**src/rtl/uart_rx.sv**
```systemverilog
// uart_rx: 16x oversampling serial receiver in the clock50 domain.
// Frame is 8N1 by default; define UART_RX_PARITY_EN for 8E1 (even parity bit
// between data bit 7 and the stop bit).
// Baud ticks come from a 32-bit phase accumulator whose carry-out is one oversample tick.
module uart_rx #(
    parameter logic [31:0] BAUD_INC = 32'd158329674
) (
    input  logic       clock50,
    input  logic       reset,
    input  logic       rx,
    output logic [7:0] data,
    output logic       valid,
    output logic       frame_err,
    output logic       parity_err,
    output logic       busy
);

`ifdef UART_RX_PARITY_EN
    typedef enum logic [2:0] {
        StIdle     = 3'd0,
        StStart    = 3'd1,
        StData     = 3'd2,
        StParity   = 3'd3,
        StStop     = 3'd4,
        StWaitHigh = 3'd5
    } state_t;
`else
    typedef enum logic [2:0] {
        StIdle     = 3'd0,
        StStart    = 3'd1,
        StData     = 3'd2,
        StStop     = 3'd4,
        StWaitHigh = 3'd5
    } state_t;
`endif

    state_t      state;
    logic        rx_meta;
    logic        rxs;
    logic [31:0] acc;
    logic [32:0] acc_sum;
    logic        tick;
    logic [3:0]  scnt;
    logic [2:0]  bcnt;
    logic [7:0]  shreg;
    logic        mid_sample;
`ifdef UART_RX_PARITY_EN
    logic        par_bad;
`endif

    // Two-flop synchronizer; resets to the idle-high line level.
    always_ff @(posedge clock50) begin
        if (reset) begin
            rx_meta <= 1'b1;
            rxs     <= 1'b1;
        end else begin
            rx_meta <= rx;
            rxs     <= rx_meta;
        end
    end

    assign acc_sum    = {1'b0, acc} + {1'b0, BAUD_INC};
    assign tick       = acc_sum[32];
    assign mid_sample = tick && (scnt == 4'd15);
    assign busy       = (state != StIdle);

`ifndef UART_RX_PARITY_EN
    assign parity_err = 1'b0;
`endif

    // Receive FSM with tick generation, sample counting and registered strobes.
    always_ff @(posedge clock50) begin
        if (reset) begin
            state     <= StIdle;
            acc       <= 32'd0;
            scnt      <= 4'd0;
            bcnt      <= 3'd0;
            shreg     <= 8'h00;
            data      <= 8'h00;
            valid     <= 1'b0;
            frame_err <= 1'b0;
`ifdef UART_RX_PARITY_EN
            parity_err <= 1'b0;
            par_bad    <= 1'b0;
`endif
        end else begin
            acc       <= acc_sum[31:0];
            valid     <= 1'b0;
            frame_err <= 1'b0;
`ifdef UART_RX_PARITY_EN
            parity_err <= 1'b0;
`endif
            if (tick && state != StIdle) begin
                scnt <= scnt + 4'd1;
            end

            case (state)
                StIdle: begin
                    if (!rxs) begin
                        // Restart the tick phase so sampling aligns to the start edge.
                        scnt  <= 4'd0;
                        acc   <= 32'd0;
                        bcnt  <= 3'd0;
                        state <= StStart;
                    end
                end
                StStart: begin
                    if (tick && scnt == 4'd7) begin
                        if (rxs) begin
                            state <= StIdle;
                        end else begin
                            scnt  <= 4'd0;
                            state <= StData;
                        end
                    end
                end
                StData: begin
                    if (mid_sample) begin
                        shreg <= {rxs, shreg[7:1]};
                        bcnt  <= bcnt + 3'd1;
                        if (bcnt == 3'd7) begin
`ifdef UART_RX_PARITY_EN
                            state <= StParity;
`else
                            state <= StStop;
`endif
                        end
                    end
                end
`ifdef UART_RX_PARITY_EN
                StParity: begin
                    if (mid_sample) begin
                        par_bad <= (rxs != ^shreg);
                        state   <= StStop;
                    end
                end
`endif
                StStop: begin
                    if (mid_sample) begin
                        if (rxs) begin
                            data <= shreg;
`ifdef UART_RX_PARITY_EN
                            if (par_bad) begin
                                parity_err <= 1'b1;
                            end else begin
                                valid <= 1'b1;
                            end
`else
                            valid <= 1'b1;
`endif
                            // Leaving in mid stop bit keeps back-to-back frames intact.
                            state <= StIdle;
                        end else begin
                            frame_err <= 1'b1;
                            state     <= StWaitHigh;
                        end
                    end
                end
                StWaitHigh: begin
                    // Hold off during a break so a held-low line is not taken as a start bit.
                    if (rxs) begin
                        state <= StIdle;
                    end
                end
                default: begin
                    state <= StIdle;
                end
            endcase
        end
    end

endmodule
```
**config.mk**
```make
export PLATFORM = sky130hd
export DESIGN_NAME = uart_rx
export DESIGN_NICKNAME = d
export VERILOG_FILES = /design/src/rtl/uart_rx.sv
export SDC_FILE = /design/constraint.sdc
export NUM_CORES = 1
export LEC_CHECK = 0
export ABC_AREA = 0
export BUFFER_PORTS_ARGS = -buffer_cell sky130_fd_sc_hd__buf_2
export CAP_MARGIN = 20
export CORE_MARGIN = 8
export CORE_UTILIZATION = 45
export CTS_BUF_LIST = sky130_fd_sc_hd__clkbuf_4
export DETAILED_ROUTE_END_ITERATION = 7
export SYNTH_ARGS = -nofsm -noshare
export SYNTH_HDL_FRONTEND = slang
export SYNTH_SLANG_ARGS = --single-unit
```
**constraint.sdc**
```tcl
create_clock -name clock50 -period 2.9 [get_ports clock50]
set_input_delay 0 -clock clock50 [delete_from_list [all_inputs] [get_ports clock50]]
set_output_delay 0 -clock clock50 [all_outputs]
set_load 0.01 [all_outputs]
```
# Word-level counts from Yosys, hierarchy flattened

Cells that the tools add are included.

Bits in registers: 62
Input port bits: 3
Output and inout port bits: 12
Word-level logic and storage cells: 59

Add/sub/neg operators: 3
Equality and inequality tests: 13
Multiplexer cells: 20
Bitwise logic cells: 2
Reduce and logical (&&, ||, !) cells: 11

Operators by type and width:

| cell                                           | number |
|---|---|
| two-way mux 32 bit                             | 2 |
| adder 32 x 28 -> 33 bit, second input constant | 1 |
| two-way mux 3 bit                              | 9 |
| one-hot mux 3 bit (5 select lines)             | 1 |
| two-way mux 4 bit                              | 3 |
| inequality test 2 bit, second input constant   | 6 |
| == test 3 bit, second input constant           | 3 |
| one-hot mux 4 bit (2 select lines)             | 1 |
| one-hot mux 3 bit (2 select lines)             | 1 |
| AND reduction 3 bit                            | 2 |
| AND reduction 6 bit                            | 1 |
| adder 4 x 1 -> 4 bit, second input constant    | 1 |
| == test 4 x 3 -> 1 bit, second input constant  | 1 |
| == test 4 bit, second input constant           | 1 |
| adder 3 x 1 -> 3 bit, second input constant    | 1 |
| == test 3 x 1 -> 1 bit, second input constant  | 1 |
| == test 3 x 2 -> 1 bit, second input constant  | 1 |
| logical AND 1 bit                              | 3 |
| logical NOT 3 bit                              | 1 |
| nonzero test 3 bit                             | 1 |
| OR reduction 3 bit                             | 1 |
| two-way mux 1 bit                              | 2 |
| two-way mux 2 bit                              | 1 |
| inverter 1 bit                                 | 2 |
| 2 further kinds                                | 2 |

# Logic depth before layout (Yosys ltp)

Depth in word-level cells: 6
Gate-level depth with buffers: 8
Depth with buffers taken out: 7

# Least setup slack after synthesis

OpenSTA, ideal clock, no wires.

Kind: register to register
From: reg acc[19]
To: reg state[0]
Library setup time: 0.121 ns
Arrival time: 2.073 ns
Required time: 2.779 ns
Setup slack: 0.706 ns
Stages on the path, launching flop included: 7
Path buffers: 0
Clock period less this slack: 2.194 ns
Cells stage by stage: dfxtp_1 or4_4 nor4_4 o21ai_2 a211oi_4 o21ai_2 mux2_4

Longest elaborated chain between the ends: 4
Elaborated cells between the ends (all ways): 7
Classes of those cells: 1 x add/sub; 3 x eq/ne; 3 x reduce/logical

Ends and longest elaborated chain:

| element                                     | RTL line | RTL |
|---|---|---|
| start, declared                             | 40       | `logic [31:0] acc;` |
| start signal, assigned                      | 87       | `acc <= acc_sum[31:0];` |
| adder 32 x 28 -> 33 bit (*)                 | 62       | `assign acc_sum = {1'b0, acc} + {1'b0, BAUD_INC};` |
| logical AND 1 bit, on equally long branches | 108, 64  |  |
| inequality test 2 bit (no source line)      | --       |  |
| AND reduction 6 bit (no source line) (*)    | --       |  |
| end signal, assigned                        | 74       | `state <= StIdle;` |
| end signal, assigned                        | 110      | `state <= StIdle;` |
| end signal, assigned                        | 113      | `state <= StData;` |
| end, declared                               | 37       | `state_t state;` |

Every way passes the cells marked *; elsewhere a longest branch is shown, timed or not.
A chain may end at the register's enable or synchronous reset.

# Final worst setup path

From: reg acc[18]
To: reg bcnt[1]

Longest elaborated chain between the ends: 4

Ends and longest elaborated chain:

| element                                | RTL line | RTL |
|---|---|---|
| adder 32 x 28 -> 33 bit                | 62       |  |
| logical AND 1 bit                      | 64       | `assign mid_sample = tick && (scnt == 4'd15);` |
| inequality test 2 bit (no source line) | --       |  |
| AND reduction 3 bit (no source line)   | --       |  |
| end signal, assigned                   | 120      | `bcnt <= bcnt + 3'd1;` |
| end, declared                          | 44       | `logic [2:0] bcnt;` |

No other way between the ends.

==> impl_metrics.json <==
{
  "cts_sinks": 61,
  "drt-initial-drc-count": 147,
  "hpwl_mm": 3.942,
  "drt-total-wl_mm": 5.550,
  "slew_violations": 0,
  "clock_path_buffers": 2,
  "layout-drive-gt1-share_pct": 14.46,
  "fin_area_um2": 3093,
  "htree_num_levels": 3,
  "ys_ff_latch": 61,
  "maxCapViolCount": 0,
  "wl_per_cell_um": 13.57,
  "worst_pin_slew_ns": 0.5464,
  "ios": 15,
  "fillCellCount": 633,
  "synth_edf_count": 0,
  "num_vias": 2206,
  "layout_common_cells": "dfxtp_1 (61), nor2_1 (53), nand2_1 (21)",
  "mostFrequentLayoutCell": "dfxtp_1",
  "final_core_util_pct": 49.56,
  "clock_latency_ns": 0.38,
  "cp.arrival_ns": 2.71,
  "hold_ws_ns": 0.06588,
  "cts_tree": "done",
  "postRouteAntennaNets": 0,
  "coreArea_um2": 6241,
  "placed_cell_area_um2": 2984,
  "path_clk_slew_ns": 0.10,
  "root_buffer": "clkbuf_4",
  "min_period_over_period_pct": 82.48,
  "setup_viol": 0,
  "setup.worst_path.end_class": "flip-flop",
  "overflow": 0,
  "final.setup_skew_ns": 0.01325,
  "slew_headroom_pct": 63.36,
  "die-height_um": 95.52,
  "worstPathMaxFanout": 8,
  "die-area_um2": 9123,
  "worstPathRequired_ns": 3.21,
  "grt_max_degree": 33,
  "grt_pass1_wl_mm": 9.625,
  "outcome": "complete, no violations",
  "layout.nets": 335,
  "cts_buffers": 9,
  "cts-hold-fix-buffers": 1,
  "synth_ff_type": "dfxtp_1",
  "top_usage_layer": "met2",
  "start_util_pct": 45.59,
  "antenna_found_initial": 0,
  "hold_viol": 0,
  "grt_use_total_pct": 13.31,
  "async_flop_share_pct": 0,
  "p_per_area_nw_per_um2": 727.1,
  "p_leak_nw": 1.225,
  "synth_area_um2": 2845,
  "cts_setup_buffers": 0,
  "peakVddDrop_uv": 418.2,
  "rows": 29,
  "startpoint_type": "flip-flop",
  "areaGrowthSynthToFinish_pct": 8.707,
  "fmax_ghz": 0.4181,
  "die_x_um": 95.52,
  "min_path_type": "primary input to flip-flop",
  "yosysSeqAreaShare_pct": 42.92,
  "cts_resized": 0,
  "grt_pass1_vias": 2077,
  "yosysUniqueCellTypes": 59,
  "synthesis.nets": 318,
  "ys_warn_count": 0,
  "n_antenna_cell": 0,
  "use_met2_pct": 20.14,
  "synthCells": 311,
  "gr-usage-met3_pct": 3.071,
  "postSynthAreaPerCell_um2": 9.149,
  "drcViolationCount": 0,
  "io_buffers": 13,
  "setup_tns_ns": 0,
  "vias_per_cell": 5.394,
  "path_class": "flip-flop to flip-flop",
  "first_pass_iters": 4,
  "period_minus_slack_ns": 2.392,
  "gr-usage-met1_pct": 17.28,
  "rsz0062_at_grt": "no",
  "gp_congestion": 0.7997
}
==> per-stage QoR <==
stage | total power [mW] | instances | worst slack (ns)
floorplan | 1.668 | 311 | 0.7056
CTS | 2.276 | 409 | 0.4968
finish | 2.249 | 409 | 0.5082
global route | 2.424 | 409 | 0.2478
global placement | 1.796 | 393 | 0.5616
detailed placement | 1.806 | 393 | 0.5141
==> per-layer routing <==
metal / vias to the layer above / wire length, um
li1: 1147 / -
met1: 1020 / 2811
met2: 28 / 2463
met3: 11 / 163
met4: 0 / 111
met5: - / 0
==> flip-flops by register name, summed over array words and instances (netlist names) <==
register,cells
rx_meta,1
state,3
bcnt,3
rxs,1
data,8
acc,31
scnt,4
frame_err,1
valid,1
shreg,8
==> power by group <==
part | switching (mW) | total [mW] | internal (mW) | leakage, nW
Combinational | 0.336 | 0.646 | 0.310 | 0.667
Clock | 0.278 | 0.459 | 0.182 | 0.0592
Sequential | 0.181 | 1.14 | 0.962 | 0.499
==> area by class of cell <==
type / count / area, um2 / share of cell area, %
Sequential cell: 61 / 1221 / 39.48
Clock inverter: 4 / 16.27 / 0.5259
Tap cell: 77 / 96.34 / 3.115
Timing Repair Buffer: 18 / 105.1 / 3.398
Inverter: 3 / 11.26 / 0.3641
Clock buffer: 11 / 82.58 / 2.670
Multi-Input combinational cell: 235 / 1560 / 50.45
==> worst max-delay path, cell delays in order, from the launching register on <==
cell and delay [ns]:
dfxtp_1 0.35, nor4_1 0.51, o211ai_1 0.23, nand2_1 0.39, o22ai_2 0.25, or3b_2 0.48, a21oi_1 0.12
==> cells in the mapped netlist, types with 2 or more instances <==
cell / n / area, um2
xor2_1: 12 / 105.1
a21o_1: 2 / 15.01
nor4_1: 3 / 18.77
or3b_2: 4 / 35.03
nand3_1: 4 / 20.02
nand4b_1: 2 / 17.52
mux2i_1: 20 / 200.2
a211o_1: 2 / 17.52
clkbuf_1: 9 / 33.78
ha_1: 4 / 50.05
o211ai_1: 5 / 37.54
o21ai_2: 3 / 26.28
o31ai_1: 2 / 15.01
nand2b_1: 3 / 18.77
dfxtp_1: 61 / 1221
nor2_1: 53 / 198.9
a31oi_1: 5 / 31.28
nand2_1: 21 / 78.83
buf_4: 2 / 15.01
o21ai_0: 10 / 50.05
o21a_1: 3 / 22.52
nor3_1: 5 / 25.02
and3_1: 2 / 12.51
or2_2: 4 / 25.02
or3_1: 3 / 18.77
nor2b_1: 2 / 12.51
nand4_1: 3 / 18.77
a21oi_1: 17 / 85.08
inv_1: 3 / 11.26
or4_1: 3 / 22.52
xnor2_1: 9 / 78.83
and2_1: 3 / 18.77
==> path summary, 6_finish.rpt <==
kind / start / endpoint / slack, ns / cells past startpoint
worst max-delay path: acc[18] / bcnt[1] / 0.51 / 6
worst min-delay path: reset / state[2] / 0.07 / 2
worst max register to register: acc[18] / bcnt[1] / 0.51 / 6
worst min register to register: rx_meta / rxs / 0.42 / 1
==> cells by family after synthesis <==
logic type	share of synthesized area (%)
fa+ha+maj	1.759
xor+xnor	6.465
flops	42.92
compound gates	16.98
mux	7.564
simple gates	21.94
buf+inv	2.242
other cells	0.1318
Note: power is estimated with default switching activity, not from simulation.
